## config.mk

```make
export PLATFORM = sky130hd
export DESIGN_NAME = exu_swc_sequencer
export DESIGN_NICKNAME = d
export VERILOG_FILES = /design/src/rtl/exu_swc_pkg.sv /design/src/rtl/exu_swc_port_mux.sv /design/src/rtl/exu_swc_sequencer.sv
export SDC_FILE = /design/constraint.sdc
export NUM_CORES = 1
export LEC_CHECK = 0
export BUFFER_PORTS_ARGS = -buffer_cell sky130_fd_sc_hd__buf_4
export CAP_MARGIN = 20
export CORE_AREA = 2 2 131 133
export CTS_CLUSTER_DIAMETER = 120
export DETAILED_ROUTE_END_ITERATION = 16
export DIE_AREA = 0 0 133 135
export REMOVE_ABC_BUFFERS = 1
export SYNTH_ARGS = -nofsm -noshare
export SYNTH_HDL_FRONTEND = slang
export SYNTH_SLANG_ARGS = --single-unit
```

## constraint.sdc

```tcl
create_clock -name hclk -period 4.54 [get_ports hclk]
set_input_delay 0.227 -clock hclk [delete_from_list [all_inputs] [get_ports hclk]]
set_output_delay 0.227 -clock hclk [all_outputs]
set_load 0.005 [all_outputs]
```

## src/rtl/exu_swc_pkg.sv

```systemverilog
// exu_swc_pkg: shared unit indices, widths and FSM state for the software-controlled execution sequencer.
package exu_swc_pkg;
  localparam int UNIT_ALU = 0;
  localparam int UNIT_JMP = 1;
  localparam int UNIT_LSU = 2;
  localparam int SWC_CNT_W = 4;
  localparam int STALL_W = 8;
  typedef enum logic {IDLE, EXEC} swc_state_e;
endpackage

```

## src/rtl/exu_swc_port_mux.sv

```systemverilog
// exu_swc_port_mux: one-hot select mux of per-unit register-file and PC ports; zero select yields all-zero outputs.
module exu_swc_port_mux #(
  parameter int NUM_UNITS = 3,
  parameter int XLEN = 32
) (
  input  logic [NUM_UNITS-1:0]      sel_i,
  input  logic [NUM_UNITS-1:0]      u_reg_wen_i,
  input  logic [5*NUM_UNITS-1:0]    u_reg_waddr_i,
  input  logic [XLEN*NUM_UNITS-1:0] u_reg_wdata_i,
  input  logic [NUM_UNITS-1:0]      u_reg_ren_1_i,
  input  logic [5*NUM_UNITS-1:0]    u_reg_raddr_1_i,
  input  logic [NUM_UNITS-1:0]      u_pc_write_i,
  input  logic [XLEN*NUM_UNITS-1:0] u_pc_wdata_i,
  input  logic [2*NUM_UNITS-1:0]    u_flush_i,
  output logic                      reg_wen_o,
  output logic [4:0]                reg_waddr_o,
  output logic [XLEN-1:0]           reg_wdata_o,
  output logic                      reg_ren_1_o,
  output logic [4:0]                reg_raddr_1_o,
  output logic                      pc_write_o,
  output logic [XLEN-1:0]           pc_wdata_o,
  output logic [1:0]                flush_o
);
  logic wen;
  always_comb begin
    wen = 1'b0;
    reg_waddr_o = '0;
    reg_wdata_o = '0;
    reg_ren_1_o = 1'b0;
    reg_raddr_1_o = '0;
    pc_write_o = 1'b0;
    pc_wdata_o = '0;
    flush_o = '0;
    for (int i = 0; i < NUM_UNITS; i++) begin
      if (sel_i[i]) begin
        wen = u_reg_wen_i[i];
        reg_waddr_o = u_reg_waddr_i[5*i +: 5];
        reg_wdata_o = u_reg_wdata_i[XLEN*i +: XLEN];
        reg_ren_1_o = u_reg_ren_1_i[i];
        reg_raddr_1_o = u_reg_raddr_1_i[5*i +: 5];
        pc_write_o = u_pc_write_i[i];
        pc_wdata_o = u_pc_wdata_i[XLEN*i +: XLEN];
        flush_o = u_flush_i[2*i +: 2];
      end
    end
  end
  // x0 is hardwired zero, so writes to it never reach the register file
  assign reg_wen_o = wen & (|reg_waddr_o);
endmodule

```

## src/rtl/exu_swc_sequencer.sv

```systemverilog
// exu_swc_sequencer: issues one decoded instruction at a time to an execution unit, steps cycle_cnt with stall handling,
// and owns the shared register-file and PC ports.
module exu_swc_sequencer
  import exu_swc_pkg::*;
#(
  parameter int NUM_UNITS = 3,
  parameter int CNT_W = SWC_CNT_W,
  parameter int XLEN = 32,
  parameter int STALL_MAX = 255
) (
  input  logic                      hclk,
  input  logic                      hrstn,
  input  logic                      dec_valid,
  output logic                      dec_ready,
  input  logic [NUM_UNITS-1:0]      dec_unit_sel,
  input  logic [CNT_W-1:0]          dec_cycles,
  output logic [NUM_UNITS-1:0]      unit_en,
  output logic [CNT_W-1:0]          cycle_cnt,
  input  logic [NUM_UNITS-1:0]      unit_stall,
  output logic                      instr_done,
  output logic                      sel_err,
  output logic                      timeout_err,
  output logic                      wr_conflict,
  input  logic [NUM_UNITS-1:0]      u_reg_wen,
  input  logic [5*NUM_UNITS-1:0]    u_reg_waddr,
  input  logic [XLEN*NUM_UNITS-1:0] u_reg_wdata,
  input  logic [NUM_UNITS-1:0]      u_reg_ren_1,
  input  logic [5*NUM_UNITS-1:0]    u_reg_raddr_1,
  input  logic [NUM_UNITS-1:0]      u_pc_write,
  input  logic [XLEN*NUM_UNITS-1:0] u_pc_wdata,
  input  logic [2*NUM_UNITS-1:0]    u_flush,
  output logic                      reg_wen,
  output logic [4:0]                reg_waddr,
  output logic [XLEN-1:0]           reg_wdata,
  output logic                      reg_ren_1,
  output logic [4:0]                reg_raddr_1,
  output logic                      pc_write,
  output logic [XLEN-1:0]           pc_wdata,
  output logic [1:0]                flush
);
  swc_state_e state_q, state_d;
  logic [NUM_UNITS-1:0] sel_q, sel_d, active;
  logic [CNT_W-1:0] last_q, last_d, cnt_q, cnt_d, dec_last;
  logic [STALL_W-1:0] stall_q, stall_d, stall_inc;
  logic done_q, sel_err_q, tmo_q, wrc_q;
  logic exec, onehot, stalled, fin, abort, accept;
  assign exec = state_q == EXEC;
  assign active = exec ? sel_q : '0;
  assign onehot = (dec_unit_sel != '0) && ((dec_unit_sel & (dec_unit_sel - 1'b1)) == '0);
  assign dec_last = (dec_cycles == '0) ? '0 : dec_cycles - 1'b1;
  assign stalled = |(unit_stall & active);
  assign stall_inc = stall_q + 1'b1;
  assign fin = exec && (cnt_q == last_q) && !stalled;
  assign abort = stalled && (stall_inc == STALL_W'(STALL_MAX));
  assign dec_ready = !exec || fin;
  assign accept = dec_ready && dec_valid && onehot;
  always_comb begin
    state_d = state_q;
    sel_d = sel_q;
    last_d = last_q;
    cnt_d = cnt_q;
    stall_d = stall_q;
    if (abort || (fin && !accept) || !exec) begin
      state_d = IDLE;
      cnt_d = '0;
      stall_d = '0;
    end else if (stalled) begin
      stall_d = stall_inc;
    end else begin
      stall_d = '0;
      cnt_d = cnt_q + 1'b1;
    end
    // retirement and acceptance may coincide: the next instruction starts at step 0 without a bubble
    if (accept) begin
      state_d = EXEC;
      sel_d = dec_unit_sel;
      last_d = dec_last;
      cnt_d = '0;
      stall_d = '0;
    end
  end
  always_ff @(posedge hclk or negedge hrstn) begin
    if (!hrstn) begin
      state_q <= IDLE;
      sel_q <= '0;
      last_q <= '0;
      cnt_q <= '0;
      stall_q <= '0;
      done_q <= 1'b0;
      sel_err_q <= 1'b0;
      tmo_q <= 1'b0;
      wrc_q <= 1'b0;
    end else begin
      state_q <= state_d;
      sel_q <= sel_d;
      last_q <= last_d;
      cnt_q <= cnt_d;
      stall_q <= stall_d;
      done_q <= fin || abort;
      sel_err_q <= dec_ready && dec_valid && !onehot;
      tmo_q <= abort;
      wrc_q <= |(u_reg_wen & ~active);
    end
  end
  assign unit_en = active;
  assign cycle_cnt = cnt_q;
  assign instr_done = done_q;
  assign sel_err = sel_err_q;
  assign timeout_err = tmo_q;
  assign wr_conflict = wrc_q;
  exu_swc_port_mux #(.NUM_UNITS(NUM_UNITS), .XLEN(XLEN)) u_mux (
    .sel_i(active),
    .u_reg_wen_i(u_reg_wen),
    .u_reg_waddr_i(u_reg_waddr),
    .u_reg_wdata_i(u_reg_wdata),
    .u_reg_ren_1_i(u_reg_ren_1),
    .u_reg_raddr_1_i(u_reg_raddr_1),
    .u_pc_write_i(u_pc_write),
    .u_pc_wdata_i(u_pc_wdata),
    .u_flush_i(u_flush),
    .reg_wen_o(reg_wen),
    .reg_waddr_o(reg_waddr),
    .reg_wdata_o(reg_wdata),
    .reg_ren_1_o(reg_ren_1),
    .reg_raddr_1_o(reg_raddr_1),
    .pc_write_o(pc_write),
    .pc_wdata_o(pc_wdata),
    .flush_o(flush)
  );
endmodule

```

== Word level (Yosys, flattened, before mapping) ==
Cells that the tools add are included.
Storage, ports and cells
  bits in registers: 24
  output and inout port bits: 91
Operators by class
  bitwise operators: 5
  eq/ne operators: 3
  add/subtract/negate cells: 4
  mux-type cells: 34
  reductions and logical operators: 23
Operators by type and width (number)
  $mux 32: 6
  $mux 5: 6
  $mux 8: 3
  $mux 4: 4
  $mux 1: 11
  $and 3x3->3: 3
  $add 8x1->8 const B: 1
  $eq 8x8->1 const B: 1
  $logic_and 1x1->1: 8
  $mux 2: 3
  $reduce_or 3->1: 2
  $reduce_or 5->1: 1
  $add 4x1->4 const B: 1
  $eq 4x4->1: 1
  $logic_not 1->1: 4
  $logic_not 4->1: 1
  $logic_or 1x1->1: 4
  $sub 4x1->4 const B: 1
  $logic_not 3->1: 1
  $mux 3: 1
  $ne 3x1->1 const B: 1
  $not 3->3: 1
  $reduce_bool 3->1: 1
  $sub 3x1->3 const B: 1
  2 further kinds: 2

== Longest topological paths before layout ==
Gate-level depths: netlist (run 1).
  word-level depth: 14
  mapped depth: 7
  mapped depth without buffers: 6

== Hierarchy ==
Synthesis (run 1) repeated with hierarchy kept, for this count alone.
Second synthesis, totals
  cells, all modules: 389
  area total of the unflattened synthesis: 2745.1 sq um
Modules (own cells, without submodules)
  exu_swc_port_mux: instances 1, cells an instance 274, area an instance 1487.7 sq um
  exu_swc_sequencer: instances 1, cells an instance 115, area an instance 1257.5 sq um

== Worst setup path before layout (run 1) ==
OpenSTA, ideal clock, no wires.
  kind: flip-flop to flip-flop
  start: register sel_q[2]
  end: register sel_q[0]
  stages on the path, launching flop included: 8
  setup slack: 2.676 ns
  arrival: 1.739 ns
  required time: 4.415 ns
  clock period less this slack: 1.864 ns
  cell sequence: dfrtp_1 > a222oi_1 > nand3_1 > o21a_1 > inv_2 > and3_1 > buf_6 > mux2_2
Between the ends
  cells in the longest elaborated chain, start to end: 8
RTL lines
  start: declaration: line exu_swc_sequencer.sv:42  | logic [NUM_UNITS-1:0] sel_q, sel_d, active;
  start signal: assignment: line exu_swc_sequencer.sv:95  | sel_q <= sel_d;
  $mux 3: line exu_swc_sequencer.sv:48  | assign active = exec ? sel_q : '0;
  $and 3x3->3: line exu_swc_sequencer.sv:51  | assign stalled = |(unit_stall & active);
  $reduce_or 3->1: line exu_swc_sequencer.sv:51
  $logic_not 1->1: line exu_swc_sequencer.sv:53  | assign fin = exec && (cnt_q == last_q) && !stalled;
  $logic_and 1x1->1: line exu_swc_sequencer.sv:53
  $logic_or 1x1->1: line exu_swc_sequencer.sv:55  | assign dec_ready = !exec || fin;
  net dec_ready: line exu_swc_sequencer.sv:14  | output logic dec_ready,
  $logic_and 1x1->1 (2 in a row): line exu_swc_sequencer.sv:56  | assign accept = dec_ready && dec_valid && onehot;
The timed path passes the listed nets, and every way through them passes these cells.
A chain may end at the register's enable or synchronous reset.

== Final worst setup path (run 1) ==
  start: register state_q, in the netlist exec
  end: output port reg_wdata[11]
Between the ends
  cells in the longest elaborated chain, start to end: 4
RTL lines
  start: declaration: line exu_swc_sequencer.sv:41  | swc_state_e state_q, state_d;
  start signal: assignment: line exu_swc_sequencer.sv:94  | state_q <= state_d;
  $mux 3 *: line exu_swc_sequencer.sv:48
  $mux 32 (2 in a row): line exu_swc_port_mux.sv:35  | if (sel_i[i]) begin
  $mux 32 *: line exu_swc_port_mux.sv:35
  end: declaration: line exu_swc_sequencer.sv:34  | output logic [XLEN-1:0] reg_wdata,
Mark *: on every way between the ends. The rest lies on a longest branch, timed or not.

==> results of run 1 <==
[cells by family (layout without fill, tap and decap cells)]
group                      count (synthesis)  count (layout)  share of synthesized area [%]
adders and majority gates                  3               3                           1.43
muxes                                      7               7                           3.00
AOI/OAI and AO/OA                        172             172                           41.3
xor gates and xnor gates                  14              14                           4.66
DFF                                       24              24                           22.8
and+or+nand+nor                          126             126                           20.1
buffers and inverters                     41             353                           6.61
[cell usage after synthesis (all sizes together)]
cell	count	area share (%)
a21o	1	0.29
a21oi	80	15
a221o	1	0.38
a222oi	1	0.38
a22oi	79	23
and2	1	0.24
and2b	1	0.33
and3	1	0.24
and3b	1	0.33
and4	1	0.33
buf	15	2.9
clkbuf	21	3.0
dfrtp	24	23
ha	3	1.4
inv	5	0.71
mux2	7	3.0
nand2	12	1.7
nand2b	2	0.48
nand3	3	0.57
nand4	3	0.71
nor2	92	13
nor2b	3	0.71
nor3	4	0.76
nor3b	2	0.57
o21a	1	0.29
o21ai	6	1.1
o31a	1	0.33
o31ai	2	0.76
xnor2	9	3.0
xor2	5	1.7
[flip-flops by register name, indices dropped and copies added (netlist names)]
signal / count
stall_q: 8
cycle_cnt: 4
last_q: 4
sel_q: 3
exec: 1
instr_done: 1
sel_err: 1
timeout_err: 1
wr_conflict: 1
[routing by layer]
metal / share of wire, % / vias up / routed length (microns)
met5: 0 / - / 0
met4: 1.6 / 0 / 243
met1: 42 / 1865 / 6240
li1: - / 2039 / -
met2: 50 / 174 / 7300
met3: 6.5 / 20 / 961
[area by class of cell]
type	count	share of cell area [%]
Sequential cell	24	11.0
Timing Repair Buffer	344	47.4
Multi-Input combinational cell	322	34.2
Clock inverter	1	0.551
Tap cell	220	5.05
Inverter	5	0.344
Clock buffer	3	1.38
[stage by stage]
| step | worst slack [ns] | utilization (%) | hold WS [ns] | area [sq um] | std cells |
|---|---|---|---|---|---|
| floorplan | 0.632 | - | -0.0686 | 2470 | 351 |
| global placement | 1.85 | 32.5 | 0.151 | 5340 | 914 |
| finish | 1.67 | 33.2 | 0.230 | 5450 | 919 |
| global route | 1.42 | 33.2 | 0.238 | 5450 | 919 |
| CTS | 1.62 | 33.2 | 0.236 | 5450 | 919 |
| detailed placement | 1.90 | 32.5 | 0.149 | 5340 | 914 |
[power by group]
part | leakage (uW) | total (uW) | switching [uW] | internal, uW
Combinational | 0.00234 | 2460 | 1210 | 1250
Sequential | 0.000312 | 335 | 62.4 | 273
Clock | 0.0000511 | 252 | 76.9 | 175
Total | 0.00270 | 3040 | 1350 | 1690
[critical path, delay by kind of cell, from the launching register on]
kind	cells	cell delay (ns)
AO/OA/AOI/OAI	2	0.36
buffers and inverters	2	0.66
flip-flops	1	0.49
AND/OR/NAND/NOR	1	0.86
[final timing paths]
| check | start | endpoint | slack [ns] | depth (start not counted) |
|---|---|---|---|---|
| max | exec | reg_wdata[11] | 1.67 | 5 |
| min | u_reg_wen[0] | wr_conflict | 0.23 | 3 |
| max reg2reg | sel_q[2] | sel_q[2] | 2.24 | 6 |
| min reg2reg | stall_q[0] | stall_q[0] | 0.51 | 1 |
| max in group asynchronous | hrstn | stall_q[3] | 3.90 | 2 |
| min in group asynchronous | hrstn | wr_conflict | 0.40 | 2 |
==> metrics.md, run 1 <==
| Metric | Value |
|---|---|
| DR WL/cell | `between 15 and 20 microns` |
| CP peak stage delay | `around 0.86 ns` |
| DR iter-0 viols | `roughly 230` |
| Final WL | `around 15000 microns` |
| Core area | `0.0164 sq mm` |
| First-pass GRT wire length | `roughly 22000 microns` |
| Fmax | `around 350 MHz` |
| MaxCap Viol Count | `0` |
| # IOs | `341` |
| Cell variety after synth | `34` |
| Avg Inst Size Synth | `between 6 and 7 sq um` |
| Global Route Usage Sum | `~15%` |
| CP Capture Type | `output pin` |
| H-tree depth | `1` |
| Grt ovf | `0` |
| Pwr Density | `roughly 560 mW/mm^2` |
| CTS tree | `built` |
| Critical-path top delay cell | `and3b_2` |
| Die ar. | `around 0.018 sq mm` |
| Post-synthesis register bit count | `24` |
| Maximum vdd drop | `between 300 and 400 uV` |
| I/O Buffers | `between 300 and 400` |
| Hold-fix buffers at CTS | `1` |
| Antenna diodes | `0` |
| DRC Markers | `0` |
| Initial Utilization | `approximately 16%` |
| Hold Crit Class | `in -> reg` |
| Final GP Congestion | `about 0.79` |
| Met3 Use GR | `about 2.7%` |
| DIE WIDTH | `between 100 and 150 microns` |
| Worst setup SP type | `flip-flop` |
| Initial antenna violation count | `0` |
| Multi-input gate area | `roughly 0.0019 sq mm` |
| Die Y | `~140 microns` |
| Largest net degree at the start of global routing | `91` |
| Hpwl dp | `~12000 microns` |
| Post-synthesis sequential area ratio | `22.8%` |
| Commonest non-fill, non-tap cell in the layout | `buf_4` |
| GRT Max-Usage Layer | `met2` |
| Grt met1 use | `roughly a fifth` |
| Share of cells above drive strength 1 | `between 50% and 60%` |
| Clock Sinks | `24` |
| Synth warn | `0` |
| Crit path top cell by count | `buf_4` |
| Crit path max fanout | `between 40 and 50` |
| Critical Path RT | `roughly 4.3 ns` |
| Mapped Cells | `roughly 390` |
| Crit path time final | `2.87 ns` |
| Commonest cells after routing, fill and taps aside | `buf_4, nor2_1, a21oi_1` |
| Vias in the first global route | `around 4000` |
| Setup TNS | `0 ns` |
| DR vias/cell | `between 4 and 5` |
| Clock insertion delay at the later pin of the skew report | `0.25 ns` |
| Final setup skew | `between 0.002 and 0.003 ns` |
| Crit path cell chain | `and3b_2 -> buf_4 -> a22oi_1 -> a21oi_1 -> buf_4` |
| Hold Vio Cnt, Final | `0` |
| Met2 usage | `25.8%` |
| Critical path type | `reg -> out` |
| Setup violations, final | `0` |
| Leak Pwr | `between 0.002 and 0.003 uW` |
| Cts repair resizes | `0` |
| Vias | `4098` |
| Nets@finish | `about 950` |
| Worst-margin pin slew | `1.08 ns` |
| Status | `finished, final reports clean` |
| CTS Buf Count | `3` |
| Rows | `47` |
| Post-DRT Antenna Nets | `0` |
| Critical path data arrival time | `2.64 ns` |
| Register area | `around 600 sq um` |
| Power consumption | `about 3000 uW` |
| Post-CTS Setup Bufs | `0` |
| Clock Pin Slew Worst Setup and Hold Paths | `0.06 ns` |
| Root buf cell | `clkbuf_16` |
| Slew headroom | `27.9%` |
| Tcrit/Tclk final | `around 63%` |
| First drt pass iteration count | `4` |
| Post-Syn Area | `between 0.002 and 0.003 sq mm` |
| Fillers | `between 1500 and 2000` |
| CTS max path bufs | `2` |
| Area grow syn2layout | `107%` |
| Slew Limit Fails | `0` |
| Unrepaired setup endpoints after global routing | `no` |
No activity file was read; power rests on OpenSTA's default activity.
==> inputs of run 2 (changes only) <==
==> constraint.sdc (replaced) <==
create_clock -name hclk -period 2.7 [get_ports hclk]
set_input_delay 0.135 -clock hclk [delete_from_list [all_inputs] [get_ports hclk]]
set_output_delay 0.135 -clock hclk [all_outputs]
set_load 0.005 [all_outputs]
==> metrics.md, run 2 (synthesis gave the netlist of run 1 again) <==
| Metric | Value |
|---|---|
| Die ar. | `around 0.018 sq mm` |
| # IOs | `approximately 340` |
| Non-filler instance count after layout | `between 900 and 1000` |
| Slew Limit Fails | `0` |
| Hpwl dp | `around 12000 microns` |
| Critical Path RT | `~2.6 ns` |
| Final WS setup | `~0.37 ns` |
| Final setup skew | `between 0.0009 and 0.001 ns` |
| Final GP Congestion | `0.808` |
| Global Route Usage Sum | `14.6%` |
| Antenna diodes | `0` |
| I/O Buffers | `340` |
| Register area | `roughly 600 sq um` |
| Commonest non-fill, non-tap cell in the layout | `buf_4` |
| Initial antenna violation count | `0` |
| Root buf cell | `clkbuf_16` |
| Final Hold Slack | `0.126 ns` |
| Critical path type | `reg -> out` |
| Grt ovf | `0` |
| DR iter-0 viols | `282` |
| Buf/Inv on CP | `1` |
| H-tree depth | `1` |
| Placed Cells | `between 900 and 1000` |
| Leak Pwr | `0.00272 uW` |
| Clock insertion delay at the later pin of the skew report | `about 0.26 ns` |
| CP peak stage delay | `0.50 ns` |
| Tcrit/Tclk final | `86.2%` |
| Placement Cell Area | `approximately 0.0054 sq mm` |
| Most flop-heavy register | `stall_q` |
| Vias | `around 4000` |
| Clock Sinks | `24` |
| Crit path max-delay family | `simple AND/OR/NAND/NOR gates` |
| Nets@finish | `between 900 and 1000` |
| DRC Markers | `0` |
| CTS Buf Count | `3` |
| CTS max path bufs | `2` |
| Fillers | `1788` |
| Unrepaired setup endpoints after global routing | `no` |
| Pre-CTS setup slack | `0.513 ns` |
| DR WL/cell | `roughly 16 microns` |
| First drt pass iteration count | `5` |
| Hold Vio Cnt, Final | `0` |
| Worst-margin pin slew | `0.608 ns` |
| Slew headroom | `59.1%` |
| Commonest cells after routing, fill and taps aside | `buf_4, nor2_1, a21oi_1` |
| Core area | `0.0164 sq mm` |
| Area grow syn2layout | `109%` |
| Clock Pin Slew Worst Setup and Hold Paths | `~0.060 ns` |
| Fmax | `around 430 MHz` |
| Critical-path top delay cell | `nand2_4` |
| Largest net degree at the start of global routing | `71` |
| Crit path max fanout | `56` |
| Worst setup SP type | `flip-flop` |
| Crit path top cell by count | `a21oi_1` |
| DIE WIDTH | `between 100 and 150 microns` |
| Die Y | `135 microns` |
| Critical path data arrival time | `between 2 and 2.5 ns` |
| Rows | `47` |
| Status | `finished, final reports clean` |
| Vias in the first global route | `3854` |
| DR vias/cell | `4.42` |
| Multi-input gate area | `0.00187 sq mm` |
| Setup violations, final | `0` |
| Final WL | `14500 microns` |
| Maximum vdd drop | `between 300 and 400 uV` |
| Largest register FFs | `8` |
| CTS tree | `built` |
| Hold Crit Class | `in -> reg` |
| Initial Utilization | `16.0%` |
| CP Capture Type | `output pin` |
| First-pass GRT wire length | `about 21000 microns` |
| Cts repair resizes | `0` |
| Worst reg2reg setup slack | `0.54 ns` |
| Crit path time final | `between 2 and 2.5 ns` |
| Share of cells above drive strength 1 | `51.7%` |
| Post-DRT Antenna Nets | `0` |
| Crit path cell chain | `nand2_4 -> nor2_1 -> a21oi_1 -> nor3_1 -> a21oi_1 -> buf_4` |
| Pwr Density | `roughly 940 mW/mm^2` |
| Cell area after layout | `0.00549 sq mm` |
| MaxCap Viol Count | `0` |
[run 2: layer usage]
| layer | track usage, % | share of wire (%) |
|---|---|---|
| met5 | 0 | 0 |
| met4 | 2.87 | 1.2 |
| met3 | 2.78 | 7.1 |
| met2 | 25.5 | 51 |
| met1 | 18.9 | 41 |
[run 2: through the flow]
| stage | setup TNS [ns] | util, % | total power, uW |
|---|---|---|---|
| after detailed placement | 0 | 32.7 | 4770 |
| after global routing | 0 | 33.4 | 5600 |
| final | 0 | 33.4 | 5170 |
| after CTS | 0 | 33.4 | 5210 |
| after floorplan | -46.67 | - | 2470 |
| after global placement | 0 | 32.7 | 4770 |
[run 2: where the power goes]
group          internal, uW  total, uW  switching [uW]
clock network           295        427             132
registers               459        566             107
logic                  2130       4180            2050
total                  2880       5170            2290
[run 2: repair_timing]
| item | in CTS | in global routing |
|---|---|---|
| buffers inserted | 0 | 0 |
| endpoints found under the hold margin | 24 | 0 |
| hold buffers | 1 | 0 |
[run 2: final cells by class]
class / instances / area share [%]
repair buffers: 347 / 47.8
multi-input cells: 322 / 34.0
flip-flops and latches: 24 / 10.9
well taps: 220 / 5.02
clock buffers: 3 / 1.37
clock inverters: 1 / 0.547
inverters: 5 / 0.342
[run 2: path summary, 6_finish.rpt]
kind,start,to,depth (start not counted)
min reg2reg,stall_q[0],stall_q[0],1
max reg2reg,sel_q[2],last_q[3],6
max in group asynchronous,hrstn,stall_q[5],2
max,exec,reg_wen,6
min in group asynchronous,hrstn,timeout_err,2
min,dec_unit_sel[1],sel_q[1],2
